**config.mk**
```make
export PLATFORM = sky130hd
export DESIGN_NAME = vin_testgen
export DESIGN_NICKNAME = d
export VERILOG_FILES = /design/src/rtl/vin_pkg.sv /design/src/rtl/vin_timing.sv /design/src/rtl/vin_testgen.sv
export SDC_FILE = /design/constraint.sdc
export NUM_CORES = 1
export LEC_CHECK = 0
export CORE_MARGIN = 2
export CORE_UTILIZATION = 55
export CTS_CLUSTER_DIAMETER = 60
export DETAILED_ROUTE_END_ITERATION = 10
export PLACE_DENSITY = 0.85
export RECOVER_POWER = 25
export REMOVE_ABC_BUFFERS = 1
export SETUP_SLACK_MARGIN = 0.02
export SLEW_MARGIN = 20
export SYNTH_ARGS = -nofsm -noshare
export SYNTH_HDL_FRONTEND = slang
export SYNTH_SLANG_ARGS = --single-unit
```
**constraint.sdc**
```tcl
create_clock -name clk -period 18.4 [get_ports clk]
set_input_delay 3.68 -clock clk [delete_from_list [all_inputs] [get_ports clk]]
set_output_delay 3.68 -clock clk [all_outputs]
set_load 0.02 [all_outputs]
```
**src/rtl/vin_pkg.sv**
```systemverilog
// ---------------------------------------------------------------------------
// vin_pkg -- shared constants for the video test-pattern generator.
//   mode_e      : pattern select encodings carried on the 3-bit mode port.
//   state_e     : timing FSM states.
//   CFG_*       : field indices inside the packed {sync, bp, act, fp} timing
//                 words; field f occupies bits [cfg_lsb(f,TW) +: TW].
// ---------------------------------------------------------------------------
package vin_pkg;

    typedef enum logic [2:0] {
        MODE_SOLID   = 3'd0,
        MODE_HRAMP   = 3'd1,
        MODE_VRAMP   = 3'd2,
        MODE_CHECKER = 3'd3,
        MODE_BAR     = 3'd4,
        MODE_FILL    = 3'd5
    } mode_e;

    typedef enum logic {
        ST_IDLE = 1'b0,
        ST_RUN  = 1'b1
    } state_e;

    // Packed order is {sync, bp, act, fp} with sync in the MSBs.
    localparam int CFG_FP     = 0;
    localparam int CFG_ACT    = 1;
    localparam int CFG_BP     = 2;
    localparam int CFG_SYNC   = 3;
    localparam int CFG_FIELDS = 4;

    function automatic int cfg_lsb(input int field, input int tw);
        return field * tw;
    endfunction

endpackage

```
**src/rtl/vin_timing.sv**
```systemverilog
// ---------------------------------------------------------------------------
// vin_timing -- run/idle FSM, h/v counters, shadow configuration and the
// raw (unregistered) sync / data-enable decode.
//   clk, rst          : clock and synchronous active-high reset
//   enable            : run request, sampled in IDLE and at frame boundaries
//   mode, solid_level : pattern config, shadowed at latch time
//   cfg_h, cfg_v      : packed {sync, bp, act, fp} timing words
//   hsync, vsync, de  : active-high raw decode of the current counter state
//   frame_first       : counter state is h=0, v=0 while running
//   x, y              : active-region coordinates (valid while de=1)
//   frame_count       : completed frames, wraps at 16 bits
//   cur_mode, cur_level : shadowed pattern config
// ---------------------------------------------------------------------------
module vin_timing
    import vin_pkg::*;
#(
    parameter int TW       = 12,
    parameter int PIX_BITS = 8
) (
    input  logic                clk,
    input  logic                rst,
    input  logic                enable,
    input  logic [2:0]          mode,
    input  logic [PIX_BITS-1:0] solid_level,
    input  logic [4*TW-1:0]     cfg_h,
    input  logic [4*TW-1:0]     cfg_v,
    output logic                hsync,
    output logic                vsync,
    output logic                de,
    output logic                frame_first,
    output logic [TW-1:0]       x,
    output logic [TW-1:0]       y,
    output logic [15:0]         frame_count,
    output logic [2:0]          cur_mode,
    output logic [PIX_BITS-1:0] cur_level
);

    // Two spare bits so the four-field sums never overflow.
    localparam int HW = TW + 2;

    state_e                state_reg;
    logic [HW-1:0]         h_reg;
    logic [HW-1:0]         v_reg;
    logic [15:0]           fc_reg;
    logic [TW-1:0]         sh_h_reg [CFG_FIELDS];
    logic [TW-1:0]         sh_v_reg [CFG_FIELDS];
    logic [2:0]            mode_reg;
    logic [PIX_BITS-1:0]   level_reg;

    logic [TW-1:0]         h_fix [CFG_FIELDS];
    logic [TW-1:0]         v_fix [CFG_FIELDS];
    logic [HW-1:0]         h_de_start, h_de_end, h_total;
    logic [HW-1:0]         v_de_start, v_de_end, v_total;
    logic                  running, h_last, v_last, latch;

    // A zero-length field would make a region vanish; clamp to one.
    for (genvar gi = 0; gi < CFG_FIELDS; gi++) begin : g_fix
        assign h_fix[gi] = (cfg_h[cfg_lsb(gi, TW) +: TW] == '0) ? TW'(1) : cfg_h[cfg_lsb(gi, TW) +: TW];
        assign v_fix[gi] = (cfg_v[cfg_lsb(gi, TW) +: TW] == '0) ? TW'(1) : cfg_v[cfg_lsb(gi, TW) +: TW];
    end

    assign h_de_start = HW'(sh_h_reg[CFG_SYNC]) + HW'(sh_h_reg[CFG_BP]);
    assign h_de_end   = h_de_start + HW'(sh_h_reg[CFG_ACT]);
    assign h_total    = h_de_end + HW'(sh_h_reg[CFG_FP]);
    assign v_de_start = HW'(sh_v_reg[CFG_SYNC]) + HW'(sh_v_reg[CFG_BP]);
    assign v_de_end   = v_de_start + HW'(sh_v_reg[CFG_ACT]);
    assign v_total    = v_de_end + HW'(sh_v_reg[CFG_FP]);

    assign running = (state_reg == ST_RUN);
    assign h_last  = (h_reg == h_total - HW'(1));
    assign v_last  = (v_reg == v_total - HW'(1));
    // Config is only taken when starting from IDLE or on the last cycle of a
    // frame, so a frame never sees a mix of old and new timing.
    assign latch   = enable && (!running || (h_last && v_last));

    always_ff @(posedge clk) begin
        if (rst) begin
            state_reg <= ST_IDLE;
            h_reg     <= '0;
            v_reg     <= '0;
            fc_reg    <= '0;
        end else begin
            case (state_reg)
                ST_IDLE: begin
                    h_reg <= '0;
                    v_reg <= '0;
                    if (enable) state_reg <= ST_RUN;
                end
                ST_RUN: begin
                    if (h_last) begin
                        h_reg <= '0;
                        if (v_last) begin
                            v_reg  <= '0;
                            fc_reg <= fc_reg + 16'd1;
                            if (!enable) state_reg <= ST_IDLE;
                        end else begin
                            v_reg <= v_reg + HW'(1);
                        end
                    end else begin
                        h_reg <= h_reg + HW'(1);
                    end
                end
                default: state_reg <= ST_IDLE;
            endcase
        end
    end

    always_ff @(posedge clk) begin
        if (rst) begin
            for (int i = 0; i < CFG_FIELDS; i++) begin
                sh_h_reg[i] <= '0;
                sh_v_reg[i] <= '0;
            end
            mode_reg  <= '0;
            level_reg <= '0;
        end else if (latch) begin
            for (int i = 0; i < CFG_FIELDS; i++) begin
                sh_h_reg[i] <= h_fix[i];
                sh_v_reg[i] <= v_fix[i];
            end
            mode_reg  <= mode;
            level_reg <= solid_level;
        end
    end

    assign hsync       = running && (h_reg < HW'(sh_h_reg[CFG_SYNC]));
    assign vsync       = running && (v_reg < HW'(sh_v_reg[CFG_SYNC]));
    assign de          = running && (h_reg >= h_de_start) && (h_reg < h_de_end)
                                 && (v_reg >= v_de_start) && (v_reg < v_de_end);
    assign frame_first = running && (h_reg == '0) && (v_reg == '0);
    // Only meaningful inside the active window; the pattern is masked elsewhere.
    assign x           = h_reg[TW-1:0] - h_de_start[TW-1:0];
    assign y           = v_reg[TW-1:0] - v_de_start[TW-1:0];
    assign frame_count = fc_reg;
    assign cur_mode    = mode_reg;
    assign cur_level   = level_reg;

endmodule

```
**src/rtl/vin_testgen.sv**
```systemverilog
// ---------------------------------------------------------------------------
// vin_testgen -- video timing and test-pattern generator.
//   clk, rst            : clock and synchronous active-high reset
//   enable              : run request
//   mode                : 0 solid, 1 h-ramp, 2 v-ramp, 3 checker, 4 bar,
//                         5 frame fill, 6-7 solid
//   solid_level         : level for the solid pattern
//   cfg_h, cfg_v        : {sync, bp, act, fp} in clocks / lines
//   v_vsync, v_hsync    : syncs, active level SYNC_POL
//   v_de, v_pixel       : data enable and PPC pixels (lane 0 in LSBs)
//   frame_start         : pulse on the first output cycle of each frame
//   frame_count         : completed-frame counter
// All outputs are registered one cycle behind the timing counters.
// ---------------------------------------------------------------------------
module vin_testgen
    import vin_pkg::*;
#(
    parameter int PIX_BITS = 8,
    parameter int PPC      = 2,
    parameter int TW       = 12,
    parameter int SYNC_POL = 0,
    parameter int BAR_LOG2 = 4
) (
    input  logic                    clk,
    input  logic                    rst,
    input  logic                    enable,
    input  logic [2:0]              mode,
    input  logic [PIX_BITS-1:0]     solid_level,
    input  logic [4*TW-1:0]         cfg_h,
    input  logic [4*TW-1:0]         cfg_v,
    output logic                    v_vsync,
    output logic                    v_hsync,
    output logic                    v_de,
    output logic [PPC*PIX_BITS-1:0] v_pixel,
    output logic                    frame_start,
    output logic [15:0]             frame_count
);

    localparam logic SYNC_ACT = (SYNC_POL != 0);
    localparam int   BW       = TW - BAR_LOG2;

    logic                    hsync, vsync, de, frame_first;
    logic [TW-1:0]           x, y;
    logic [15:0]             fc;
    logic [2:0]              cur_mode;
    logic [PIX_BITS-1:0]     cur_level;
    logic [PPC*PIX_BITS-1:0] pix_next;

    logic                    vsync_reg, hsync_reg, de_reg, fs_reg;
    logic [PPC*PIX_BITS-1:0] pixel_reg;
    logic [15:0]             fc_reg;

    vin_timing #(
        .TW       (TW),
        .PIX_BITS (PIX_BITS)
    ) u_timing (
        .clk         (clk),
        .rst         (rst),
        .enable      (enable),
        .mode        (mode),
        .solid_level (solid_level),
        .cfg_h       (cfg_h),
        .cfg_v       (cfg_v),
        .hsync       (hsync),
        .vsync       (vsync),
        .de          (de),
        .frame_first (frame_first),
        .x           (x),
        .y           (y),
        .frame_count (fc),
        .cur_mode    (cur_mode),
        .cur_level   (cur_level)
    );

    for (genvar gi = 0; gi < PPC; gi++) begin : g_lane
        logic [PIX_BITS-1:0] lane;
        always_comb begin
            lane = cur_level;
            case (cur_mode)
                MODE_HRAMP:   lane = PIX_BITS'(x * PPC + gi);
                MODE_VRAMP:   lane = PIX_BITS'(y);
                MODE_CHECKER: lane = (x[BAR_LOG2] ^ y[BAR_LOG2]) ? '1 : '0;
                // The bar walks one cell to the right every frame.
                MODE_BAR:     lane = (x[TW-1:BAR_LOG2] == BW'(fc)) ? '1 : '0;
                MODE_FILL:    lane = PIX_BITS'(fc);
                default:      lane = cur_level;
            endcase
        end
        assign pix_next[gi*PIX_BITS +: PIX_BITS] = lane;
    end

    always_ff @(posedge clk) begin
        if (rst) begin
            vsync_reg <= ~SYNC_ACT;
            hsync_reg <= ~SYNC_ACT;
            de_reg    <= 1'b0;
            pixel_reg <= '0;
            fs_reg    <= 1'b0;
            fc_reg    <= '0;
        end else begin
            vsync_reg <= vsync ? SYNC_ACT : ~SYNC_ACT;
            hsync_reg <= hsync ? SYNC_ACT : ~SYNC_ACT;
            de_reg    <= de;
            pixel_reg <= de ? pix_next : '0;
            fs_reg    <= frame_first;
            fc_reg    <= fc;
        end
    end

    assign v_vsync     = vsync_reg;
    assign v_hsync     = hsync_reg;
    assign v_de        = de_reg;
    assign v_pixel     = pixel_reg;
    assign frame_start = fs_reg;
    assign frame_count = fc_reg;

endmodule
```
Word-level counts from Yosys, hierarchy flattened

Memory sizes are Yosys's and may differ from the RTL's.
Cells that the tools add are included.

$lt $le $gt $ge: 6
Equality and inequality tests: 9
$add $sub $neg: 14
Muxes and demuxes: 36
Reductions and logical operators: 24
Bitwise gates (word level): 11

Operator list:

| cell                  | number |
|---|---|
| $mux 12               | 16 |
| $logic_not 12->1      | 8 |
| $pmux 8 s5            | 2 |
| $pmux 14 s2           | 2 |
| $add 14x12->14        | 3 |
| $mux 14               | 3 |
| $add 14x1->14 const B | 2 |
| $eq 14x14->1          | 2 |
| $logic_not 14->1      | 2 |
| $lt 14x12->1          | 2 |
| $lt 14x14->1          | 2 |
| $sub 14x1->14 const B | 2 |
| $add 12x12->13        | 2 |
| $add 16x1->16 const B | 1 |
| $mux 8                | 2 |
| $add 13x12->14        | 1 |
| $ge 14x13->1          | 1 |
| $ge 14x14->1          | 1 |
| $sub 12x12->12        | 1 |
| $logic_and 1x1->1     | 10 |
| $mux 1                | 10 |
| $add 8x1->8 const B   | 1 |
| $eq 8x8->1            | 1 |
| $or 1x1->1            | 8 |
| other kinds (12)      | 15 |

Input bits: 110
Output and inout bits: 36
Memory bits (writable): 96
Memories: 2
Register bits: 92

Memories:

| memory            | words | width | rd ports | clocked after Yosys merged registers in | wr ports | RTL line         | source |
|---|---|---|---|---|---|---|---|
| u_timing.sh_h_reg | 4     | 12    | 4        | 0                                       | 4        | vin_timing.sv:45 | `logic [TW-1:0] sh_h_reg [CFG_FIELDS];` |
| u_timing.sh_v_reg | 4     | 12    | 4        | 0                                       | 4        | vin_timing.sv:46 | `logic [TW-1:0] sh_v_reg [CFG_FIELDS];` |

Longest topological paths before layout

An unclocked memory read counts as a cell.

Depth after elaboration: 13
Mapped depth: 33
Mapped depth without buffers: 30

By module

Synthesis repeated with hierarchy kept, for this count alone.

Cell total of the unflattened synthesis: 1536
Area total of the unflattened synthesis: 13853.3 um^2

By module, submodules not included:

| module      | times used | area each (um^2) | cells each |
|---|---|---|---|
| vin_timing  | 1          | 12629.6          | 1408 |
| vin_testgen | 1          | 1223.7           | 128 |

Least setup slack after synthesis

OpenSTA, ideal clock, no wires.

Path kind: register to register
Start: mem u_timing.sh_h_reg[3][1]
End: mem u_timing.sh_h_reg[0][0], enable pin
Setup time: 0.462 ns
Stages on the path, launching flop included: 32
Slack: 9.728 ns
Arrival: 8.210 ns
Buffers on the path: 2
Period minus slack after synthesis: 8.672 ns
Path through: edfxtp_1 ha_1 a21o_1 a21oi_1 o21bai_1 a21oi_1 nor2_1 o21a_1 o21a_1 o21a_1 nor2_1 xnor2_1 ha_1 clkbuf_1 o21ai_0 a211oi_1 nor3_1 a21oi_1 nor2_1 or2_2 ha_1 xnor2_1 or4_1 o21ai_0 or4b_1 nor4_1 nand4_1 mux2i_1 nand2_1 clkbuf_1 nand3_1 o21a_1

RTL lines:

| item               | RTL line |
|---|---|
| start: declaration | vin_timing.sv:45 |

==> out/qor.yml <==
cts_tree: "yes"
via_per_inst: 5.85
syn_inst: 1530
finalSetupViolCount: 0
drive_above_1_share_pct: 4.39
dp_cells: 1959
cts_buffers: 17
final_common_cell: "ha_1"
antenna_found_initial: 0
clkTransAtPathRegs_ns: 0.08
p_per_area_nw_per_um2: 118
core_area_um2: 25000
hold_depth: 1
hold_class: "reg2reg"
synth_area_um2: 13900
holdPathEnd: "frame_count[15]$_SDFF_PP0_"
dp_hpwl_um: 27200
n_antenna_cell: 0
crit_arrival_ns: 9.55
dr.pass1.iters: 5
cts_setup_buffers: 0
slew_viol_final: 0
place.gp.congestion: 0.947
die-area_um2: 26500
fmax_ghz: 0.105
grt_pass1_wl_um: 55300
clockBufferDepth: 2
clock-sinks: 181
grt_usage_pct: 26.3
die_w_um: 163
synth-async-reset-ratio_pct: 0
cp_max_fo: 60
hp-start: "u_timing.frame_count[15]$_SDFFE_PP0P_"
drc: 0
start_util_pct: 55.6
yosys_warnings: 0
ctsResizeCount: 0
antenna_left: 0
drt-total-wl_um: 35100
slew_headroom_pct: 5.75
cts-root-buf: "clkbuf_16"
worstPathRequired_ns: 18.47
io_pins: 146
fin_skew_ns: 0.0120
timing.rr.start: "u_timing.sh_h_reg[3][1]$_SDFFCE_PP0P_"
final_nets: 1929
path_class: "reg2reg"
synth.distinct_cells: 73
synth_edf_count: 96
synth-seq-cells: 181
status: "finished clean"
placed_area_um2: 15600
synth-main-ff-cell: "edfxtp_1"
finalHoldViolCount: 0
irDropWorstVdd_uv: 72.6
cp-start-kind: "flop"
vias: 11651
rsz0062_at_grt: "no"
critPathCaptureType: "flop"
clk_latency_ns: 0.44
final_area_um2: 16100
cp_num_buf_inv: 1
die_h_um: 163
slowest_stage: "buf_4"
layout_min_cycle_time_ns: 9.48
reg2reg_to: "u_timing.sh_v_reg[0][9]$_SDFFCE_PP0P_"
period_share_pct: 51.5
synth-seq-area-share_pct: 33.0
crit_family: "simple AND/OR/NAND/NOR gates"
slowest_delay_ns: 0.74
r2r_setup_slack_ns: 8.92
drt_iter0_markers: 937
avgSynthCellArea_um2: 9.07
grt_max_degree: 61
grt_pass1_vias: 11337
cts_hold_buf: 0
tightest_slew_ns: 1.41
grt_overflow: 0
r2r_cells: 30
drv_cap: 0
avgRoutedWirePerCell_um: 17.6
leakagePower_nw: 6.97
syn2layout_area_growth_pct: 16.2
num_rows: 58
htreeDepth: 4
finalNonFillerCells: 1991
tns_ns: 0
mostFrequentLayoutCells: "163 x ha_1, 140 x inv_1, 108 x clkdlybuf4s50_1, 107 x nor2_1, 96 x edfxtp_1"
io_buffers: 145
==> cell families (layout without fill, tap and decap cells) <==
group / after synthesis / after routing / synth area share (%)
buffers and inverters: 188 / 319 / 5.31
DFF: 181 / 181 / 33.0
adders and majority gates: 175 / 175 / 16.1
and+or+nand+nor: 514 / 514 / 19.7
muxes: 19 / 19 / 1.59
AOI/OAI and AO/OA: 322 / 322 / 15.8
xor gates and xnor gates: 131 / 131 / 8.38
==> report_power, final <==
group	internal [W]	switching [W]	leakage [nW]
Clock	0.000180	0.000177	0.281
Sequential	0.000449	0.0000127	1.70
Combinational	0.000459	0.000618	4.98
==> cell type report <==
class | instances | area, µm²
Clock inverter | 14 | 145
Inverter | 140 | 526
Clock buffer | 18 | 429
Multi-Input combinational cell | 1161 | 8570
Fill cell | 2062 | 8840
Sequential cell | 181 | 4580
Timing Repair Buffer | 147 | 1460
Tap cell | 330 | 413
==> synth_stat cells (all sizes together) (4+ instances only) <==
| cell type | instances | area, µm² |
|---|---|---|
| ha | 163 | 2040 |
| inv | 140 | 526 |
| nor2 | 107 | 402 |
| edfxtp | 96 | 2880 |
| and2 | 92 | 576 |
| dfxtp | 85 | 1700 |
| xnor2 | 70 | 613 |
| a21oi | 69 | 349 |
| nand2 | 64 | 240 |
| o21ai | 61 | 305 |
| xor2 | 60 | 526 |
| nor3 | 43 | 215 |
| nand3 | 36 | 180 |
| nor4 | 36 | 225 |
| a21o | 35 | 263 |
| clkbuf | 35 | 131 |
| nor2b | 31 | 194 |
| o21a | 31 | 233 |
| and3 | 24 | 150 |
| nand4 | 20 | 125 |
| a21boi | 16 | 120 |
| a211oi | 15 | 113 |
| nand2b | 15 | 93.8 |
| a31oi | 14 | 87.6 |
| mux2 | 14 | 158 |
| buf | 13 | 80.1 |
| o21bai | 13 | 97.6 |
| or2 | 12 | 75.1 |
| or3 | 12 | 75.1 |
| a2111oi | 9 | 97.6 |
| fa | 8 | 160 |
| a211o | 7 | 61.3 |
| o211ai | 7 | 52.6 |
| o221a | 7 | 78.8 |
| o22ai | 6 | 37.5 |
| or4 | 5 | 37.5 |
| a221oi | 4 | 35.0 |
| a22oi | 4 | 30.0 |
| maj3 | 4 | 40.0 |
| mux2i | 4 | 40.0 |
==> per-stage QoR <==
stage | utilization [%] | setup WS, ns | hold slack (ns) | power [W]
floorplan | - | 9.21 | 0.457 | 0.00128
global placement | 62.3 | 9.40 | 0.471 | 0.00150
detailed placement | 62.3 | 9.11 | 0.480 | 0.00152
CTS | 64.6 | 9.09 | 0.491 | 0.00188
global route | 64.6 | 8.12 | 0.506 | 0.00203
finish | 64.6 | 8.92 | 0.486 | 0.00189
==> how the worst max path moves through the flow <==
stage	from	to	slack, ns	depth (start not counted)
floorplan	u_timing.sh_h_reg[3][1]$_SDFFCE_PP0P_	u_timing.sh_h_reg[0][0]$_SDFFCE_PN0P_	9.21	30
global placement	u_timing.sh_h_reg[3][1]$_SDFFCE_PP0P_	u_timing.sh_h_reg[0][0]$_SDFFCE_PN0P_	9.40	30
detailed placement	u_timing.sh_h_reg[3][1]$_SDFFCE_PP0P_	u_timing.sh_h_reg[0][1]$_SDFFCE_PP0P_	9.11	30
global route	u_timing.sh_h_reg[3][1]$_SDFFCE_PP0P_	u_timing.sh_v_reg[0][9]$_SDFFCE_PP0P_	8.12	30
CTS	u_timing.sh_h_reg[3][1]$_SDFFCE_PP0P_	u_timing.sh_v_reg[0][9]$_SDFFCE_PP0P_	9.09	30
finish	u_timing.sh_h_reg[3][1]$_SDFFCE_PP0P_	u_timing.sh_v_reg[0][9]$_SDFFCE_PP0P_	8.92	30
==> metal layers <==
metal	share of wire (%)	wire, µm	up-vias	global-route usage, %
li1	-	-	5732	-
met1	42	14600	5409	31.9
met2	48	16800	401	45.6
met3	5.9	2080	109	3.97
met4	4.4	1550	0	12.8
met5	0	0	-	0
Power figures use the tool's default switching activity.
